[config.mk]
export PLATFORM = sky130hd
export DESIGN_NAME = seq_mag_comparator
export DESIGN_NICKNAME = d
export VERILOG_FILES = /design/src/rtl/seq_mag_comparator.sv
export SDC_FILE = /design/constraint.sdc
export NUM_CORES = 1
export LEC_CHECK = 0
export ABC_AREA = 1
export CORE_ASPECT_RATIO = 1.4
export CORE_MARGIN = 4
export CORE_UTILIZATION = 45
export CTS_CLUSTER_DIAMETER = 50
export CTS_CLUSTER_SIZE = 30
export DETAILED_ROUTE_END_ITERATION = 10
export GPL_ROUTABILITY_DRIVEN = 0
export PLACE_DENSITY = 0.74
export SLEW_MARGIN = 15
export SYNTH_ARGS = -nofsm -noshare
export SYNTH_HDL_FRONTEND = slang
export SYNTH_SLANG_ARGS = --single-unit
[constraint.sdc]
create_clock -name clk -period 2 [get_ports clk]
set_input_delay 0.5 -clock clk [delete_from_list [all_inputs] [get_ports clk]]
set_output_delay 0.5 -clock clk [all_outputs]
set_load 0.1 [all_outputs]
[src/rtl/seq_mag_comparator.sv]
// ---------------------------------------------------------------------------
// seq_mag_comparator
//   Multi-cycle magnitude comparator for wide operands. The operands are
//   latched into shift registers and compared CHUNK bits per cycle, most
//   significant chunk first. Comparison stops at the first differing chunk,
//   so the latency is the 1-based index of that chunk (NCHUNK when equal).
//
//   Optional feature macro: COMP_SIGNED_EN
//     defined   -> 'sgn' port exists; sgn=1 selects two's-complement order
//                  (the MSB chunk is compared as signed, the rest unsigned).
//     undefined -> no 'sgn' port; every compare is unsigned.
//
// Parameters
//   WIDTH  operand width, integer multiple of CHUNK
//   CHUNK  bits compared per cycle
//
// Ports
//   clk        clock, all state on rising edge
//   rst        synchronous reset, active-high
//   in_valid   operands valid
//   in_ready   high in IDLE only
//   in1, in2   operands A and B
//   sgn        signed compare select (COMP_SIGNED_EN only)
//   out_valid  result valid (DONE state)
//   out_ready  consumer accepts result
//   g, e, l    one-hot A>B, A==B, A<B
//   out        result code: 01 greater, 10 equal, 00 less
// ---------------------------------------------------------------------------
module seq_mag_comparator #(
    parameter int WIDTH = 32,
    parameter int CHUNK = 8
) (
    input  logic             clk,
    input  logic             rst,
    input  logic             in_valid,
    output logic             in_ready,
    input  logic [WIDTH-1:0] in1,
    input  logic [WIDTH-1:0] in2,
`ifdef COMP_SIGNED_EN
    input  logic             sgn,
`endif
    output logic             out_valid,
    input  logic             out_ready,
    output logic             g,
    output logic             e,
    output logic             l,
    output logic [1:0]       out
);

    localparam int NCHUNK = WIDTH / CHUNK;
    localparam int CW     = (NCHUNK > 1) ? $clog2(NCHUNK) : 1;
    localparam logic [CW-1:0]    CNT_LAST = CW'(NCHUNK - 1);
    localparam logic [CHUNK-1:0] SIGN_BIT = CHUNK'(1) << (CHUNK - 1);

    typedef enum logic [1:0] {
        IDLE = 2'd0,
        CMP  = 2'd1,
        DONE = 2'd2
    } state_t;

    state_t           state_reg, state_next;
    logic [WIDTH-1:0] a_reg, a_next;
    logic [WIDTH-1:0] b_reg, b_next;
    logic [CW-1:0]    cnt_reg, cnt_next;
    logic             sgn_reg, sgn_next;
    logic             g_reg, g_next;
    logic             e_reg, e_next;
    logic             l_reg, l_next;
    logic [1:0]       out_reg, out_next;

    logic             sgn_in;
    logic             msb_flip;
    logic [CHUNK-1:0] top_a, top_b;

`ifdef COMP_SIGNED_EN
    assign sgn_in = sgn;
`else
    assign sgn_in = 1'b0;
`endif

    // The counter only equals CNT_LAST on the first CMP cycle, i.e. while
    // the MSB chunk sits at the top of the shift registers. Inverting the
    // sign bit of both chunks turns a signed compare into an unsigned one.
    assign msb_flip = sgn_reg && (cnt_reg == CNT_LAST);
    assign top_a    = a_reg[WIDTH-1 -: CHUNK] ^ (msb_flip ? SIGN_BIT : '0);
    assign top_b    = b_reg[WIDTH-1 -: CHUNK] ^ (msb_flip ? SIGN_BIT : '0);

    always_comb begin
        state_next = state_reg;
        a_next     = a_reg;
        b_next     = b_reg;
        cnt_next   = cnt_reg;
        sgn_next   = sgn_reg;
        g_next     = g_reg;
        e_next     = e_reg;
        l_next     = l_reg;
        out_next   = out_reg;
        in_ready   = (state_reg == IDLE);
        out_valid  = (state_reg == DONE);

        case (state_reg)
            IDLE: begin
                if (in_valid) begin
                    a_next     = in1;
                    b_next     = in2;
                    sgn_next   = sgn_in;
                    cnt_next   = CNT_LAST;
                    state_next = CMP;
                end
            end
            CMP: begin
                if (top_a != top_b) begin
                    g_next     = (top_a > top_b);
                    e_next     = 1'b0;
                    l_next     = (top_a < top_b);
                    out_next   = (top_a > top_b) ? 2'b01 : 2'b00;
                    state_next = DONE;
                end else if (cnt_reg != '0) begin
                    a_next   = a_reg << CHUNK;
                    b_next   = b_reg << CHUNK;
                    cnt_next = cnt_reg - CW'(1);
                end else begin
                    g_next     = 1'b0;
                    e_next     = 1'b1;
                    l_next     = 1'b0;
                    out_next   = 2'b10;
                    state_next = DONE;
                end
            end
            DONE: begin
                if (out_ready) begin
                    state_next = IDLE;
                end
            end
            default: begin
                state_next = IDLE;
            end
        endcase
    end

    always_ff @(posedge clk) begin
        if (rst) begin
            state_reg <= IDLE;
            a_reg     <= '0;
            b_reg     <= '0;
            cnt_reg   <= '0;
            sgn_reg   <= 1'b0;
            g_reg     <= 1'b0;
            e_reg     <= 1'b0;
            l_reg     <= 1'b0;
            out_reg   <= 2'b00;
        end else begin
            state_reg <= state_next;
            a_reg     <= a_next;
            b_reg     <= b_next;
            cnt_reg   <= cnt_next;
            sgn_reg   <= sgn_next;
            g_reg     <= g_next;
            e_reg     <= e_next;
            l_reg     <= l_next;
            out_reg   <= out_next;
        end
    end

    assign g   = g_reg;
    assign e   = e_reg;
    assign l   = l_reg;
    assign out = out_reg;

endmodule

==> metrics.md <==
| Metric | Value |
|---|---|
| Final critical-path required period | `1.69 ns` |
| Quantity of hold-fixing buffers added after cts | `0` |
| Highest Clock Rate | `593 MHz` |
| CTS max path bufs | `2` |
| Final TNS setup | `0 ns` |
| Rows | `37` |
| Die Width | `81.9 um` |
| Mean cell area of the mapped netlist | `6.64 sq um` |
| Number of flops mapped to enable cells by yosys | `0` |
| Critical path fanouts, max | `50` |
| Clock latency of the later-clocked register in the worst-skew pair | `0.34 ns` |
| Antenna violations before repair | `0` |
| Number of global-route vias before repair | `3133` |
| Ports | `75` |
| Data arrival time of the critical path | `1.92 ns` |
| Max H-tree Level | `3` |
| Growth of design area from synthesis to finish | `30.7%` |
| CP Data Required Time | `2.24 ns` |
| Net total in the final layout | `660` |
| Number of cells upsized or downsized after cts | `0` |
| Fill cell instance count of the final layout | `734` |
| Count of yosys warnings during synthesis | `0` |
| Aggregate routed wire length | `8030 um` |
| Count of routing violations after the opening detailed-route iteration | `193` |
| Leak | `2.08 nW` |
| Clock skew after layout | `0.00969 ns` |
| DR vias | `3266` |
| Synth Register Bits | `71` |
| Count of buffers added by post-CTS timing repair for setup | `0` |
| Cell types occupying the most area after synthesis | `sky130_fd_sc_hd__dfxtp_1 (41%), sky130_fd_sc_hd__nand2_1 (20%), sky130_fd_sc_hd__nor2_1 (11%), sky130_fd_sc_hd__o21ai_0 (4.7%), sky130_fd_sc_hd__buf_6 (3.6%)` |
| Area enclosed by the die boundary | `9120 sq um` |
| Routed length per placed instance | `11.7 um` |
| Power consumption | `3.74 mW` |
| Largest net degree at the start of global routing | `52` |
| Area share of the largest cell type after synthesis | `0.413` |
| Cell variety after synth | `23` |
| Proportion of synthesized chip area in sequential cells | `0.413` |
| DRT antenna net count | `0` |
| Starting utilization of the core area | `0.464` |
| Number of endpoints failing setup at the final stage | `0` |
| Tightest slew margin relative to the limit | `0.831` |
| Layout cells sized above 1 | `0.0782` |
| Global routing usage summed across all routing layers | `0.183` |
| Count of pins over their slew limit | `0` |
| Library cell used as clock root buffer | `sky130_fd_sc_hd__clkbuf_8` |
| Antenna fix cells | `0` |
| Post-synthesis net count | `595` |
| Post-detailed-route DRC marker count | `0` |
| Ratio of final minimum period to clock period | `0.843` |
| Total power per unit cell area | `833 nW/um^2` |
| Wire length of the first global-routing pass | `13400 um` |
| Via/cell ratio | `4.77` |
| Commonest register cell after synthesis | `sky130_fd_sc_hd__dfxtp_1` |
| Maximum capacitance violations | `0` |
| Number of CTS-inserted buffers | `9` |
| Number of instances in the synthesized netlist | `518` |
| Number of failing hold endpoints at the final stage | `0` |
| I/O Buffers | `74` |
| Result of the run | `complete, no violations` |
| Clock slew seen by the registers of the worst setup and hold paths | `0.07 ns` |
| Setup crit end kind | `register` |
| Design area | `4490 sq um` |
| Hpwl dp | `5740 um` |
| Post-placement cell area | `4300 sq um` |
| Cell Area, Synth | `3440 sq um` |
| Unrepaired setup endpoints after global routing | `no` |
| Number of clock sinks seen by CTS | `71` |
| Floorplan die height | `111 um` |
| Fraction of the core area covered by cells at the end of the flow | `0.607` |
| CP startpoint kind | `register` |
| Number of detailed-route iterations in the first pass | `4` |
| Area of the placeable core | `7410 sq um` |
| Final hold slack | `0.485 ns` |
| Congestion Overflow GR | `0` |
| Worst vdd ir | `0.554 mV` |
| Crit Path Class | `reg2reg` |
| Top cell type by total area after synthesis | `sky130_fd_sc_hd__dfxtp_1` |
| Ys async rst share | `0` |
| Class of the tightest hold or removal check | `reg2reg` |
| TritonCTS clock tree | `built` |
| Pin slew with the least headroom to its limit | `0.253 ns` |
routing by layer:
metal,wire [um],global-route usage
met5,0,0
met4,163,0.0721
met3,277,0.0299
met2,4150,0.315
met1,3450,0.222
worst max-delay path, stage by stage (launching register included):
cell	delay, ns
sky130_fd_sc_hd__dfxtp_1	0.33
sky130_fd_sc_hd__inv_1	0.04
sky130_fd_sc_hd__ha_1	0.28
sky130_fd_sc_hd__nand2_1	0.08
sky130_fd_sc_hd__nor2_2	0.22
sky130_fd_sc_hd__nand3_4	0.14
sky130_fd_sc_hd__nand2_8	0.09
sky130_fd_sc_hd__buf_12	0.22
sky130_fd_sc_hd__nand2_1	0.08
sky130_fd_sc_hd__nand2_1	0.06
sky130_fd_sc_hd__nor2_1	0.03
placed cells by master (no fill, tap or decap):
cell | synthesis | final
sky130_fd_sc_hd__buf_12 | 0 | 11
sky130_fd_sc_hd__clkinv_4 | 0 | 1
sky130_fd_sc_hd__clkdlybuf4s50_1 | 0 | 67
sky130_fd_sc_hd__o21ai_0 | 32 | 32
sky130_fd_sc_hd__a31oi_1 | 1 | 1
sky130_fd_sc_hd__nand2_8 | 1 | 1
sky130_fd_sc_hd__bufinv_16 | 0 | 1
sky130_fd_sc_hd__clkinvlp_4 | 0 | 2
sky130_fd_sc_hd__nand3_4 | 1 | 1
sky130_fd_sc_hd__buf_4 | 2 | 8
sky130_fd_sc_hd__clkbuf_8 | 0 | 9
sky130_fd_sc_hd__nor2_2 | 3 | 4
sky130_fd_sc_hd__a21oi_2 | 1 | 1
sky130_fd_sc_hd__o21ai_1 | 17 | 17
sky130_fd_sc_hd__ha_1 | 9 | 9
sky130_fd_sc_hd__inv_4 | 1 | 1
sky130_fd_sc_hd__nand2_1 | 183 | 183
sky130_fd_sc_hd__clkbuf_1 | 12 | 2
sky130_fd_sc_hd__nand2_2 | 2 | 2
sky130_fd_sc_hd__nor2_1 | 103 | 101
sky130_fd_sc_hd__and3_1 | 1 | 1
sky130_fd_sc_hd__nor2_4 | 0 | 1
sky130_fd_sc_hd__inv_2 | 2 | 2
sky130_fd_sc_hd__clkinv_2 | 0 | 1
sky130_fd_sc_hd__dfxtp_1 | 71 | 71
sky130_fd_sc_hd__nand3_1 | 17 | 17
sky130_fd_sc_hd__inv_1 | 21 | 21
sky130_fd_sc_hd__a21oi_1 | 20 | 20
synthesized netlist by cell type (2+ instances only):
master and count:
sky130_fd_sc_hd__nor2_2 3, sky130_fd_sc_hd__o21ai_0 32, sky130_fd_sc_hd__nand3_1 17, sky130_fd_sc_hd__buf_2 6
sky130_fd_sc_hd__a21oi_1 20, sky130_fd_sc_hd__nand2_1 183, sky130_fd_sc_hd__ha_1 9, sky130_fd_sc_hd__dfxtp_1 71
sky130_fd_sc_hd__nor2_1 103, sky130_fd_sc_hd__o21ai_1 17, sky130_fd_sc_hd__inv_2 2, sky130_fd_sc_hd__nand2_2 2
sky130_fd_sc_hd__clkbuf_1 12, sky130_fd_sc_hd__buf_4 2, sky130_fd_sc_hd__inv_1 21, sky130_fd_sc_hd__buf_6 11
kinds of logic after synthesis:
family | synth area share
and+or+nand+nor | 0.359
adders and majority gates | 0.0328
DFF | 0.413
AOI/OAI and AO/OA | 0.105
buffers and inverters | 0.0902
power by group:
part           switching (mW)  internal, mW
Clock                   0.527         0.577
Sequential             0.0858          1.57
Combinational           0.569         0.417
stage by stage:
| stage | cells | setup slack (ns) |
|---|---|---|
| global route | 685 | 0.154 |
| detailed placement | 669 | 0.170 |
| CTS | 685 | 0.306 |
| floorplan | 518 | 0.126 |
| finish | 685 | 0.314 |
| global placement | 669 | 0.249 |
layout make-up:
cell class / instances / area (sq um) / share of cell area
Multi-Input combinational cell: 391 / 1720 / 0.382
Clock buffer: 11 / 131 / 0.0292
Timing Repair Buffer: 86 / 951 / 0.212
Clock inverter: 5 / 58.8 / 0.0131
Sequential cell: 71 / 1420 / 0.316
Inverter: 24 / 92.6 / 0.0206
Tap cell: 97 / 121 / 0.0270
worst paths after layout:
check	from	end	slack, ns	cells past startpoint
hold reg to reg	a_reg[4]	a_reg[4]	0.48	2
setup reg to reg	b_reg[31]	cnt_reg[1]	0.31	10
setup / recovery	b_reg[31]	cnt_reg[1]	0.31	10
hold / removal	a_reg[4]	a_reg[4]	0.48	2
Note: power is estimated with default switching activity, not from simulation.
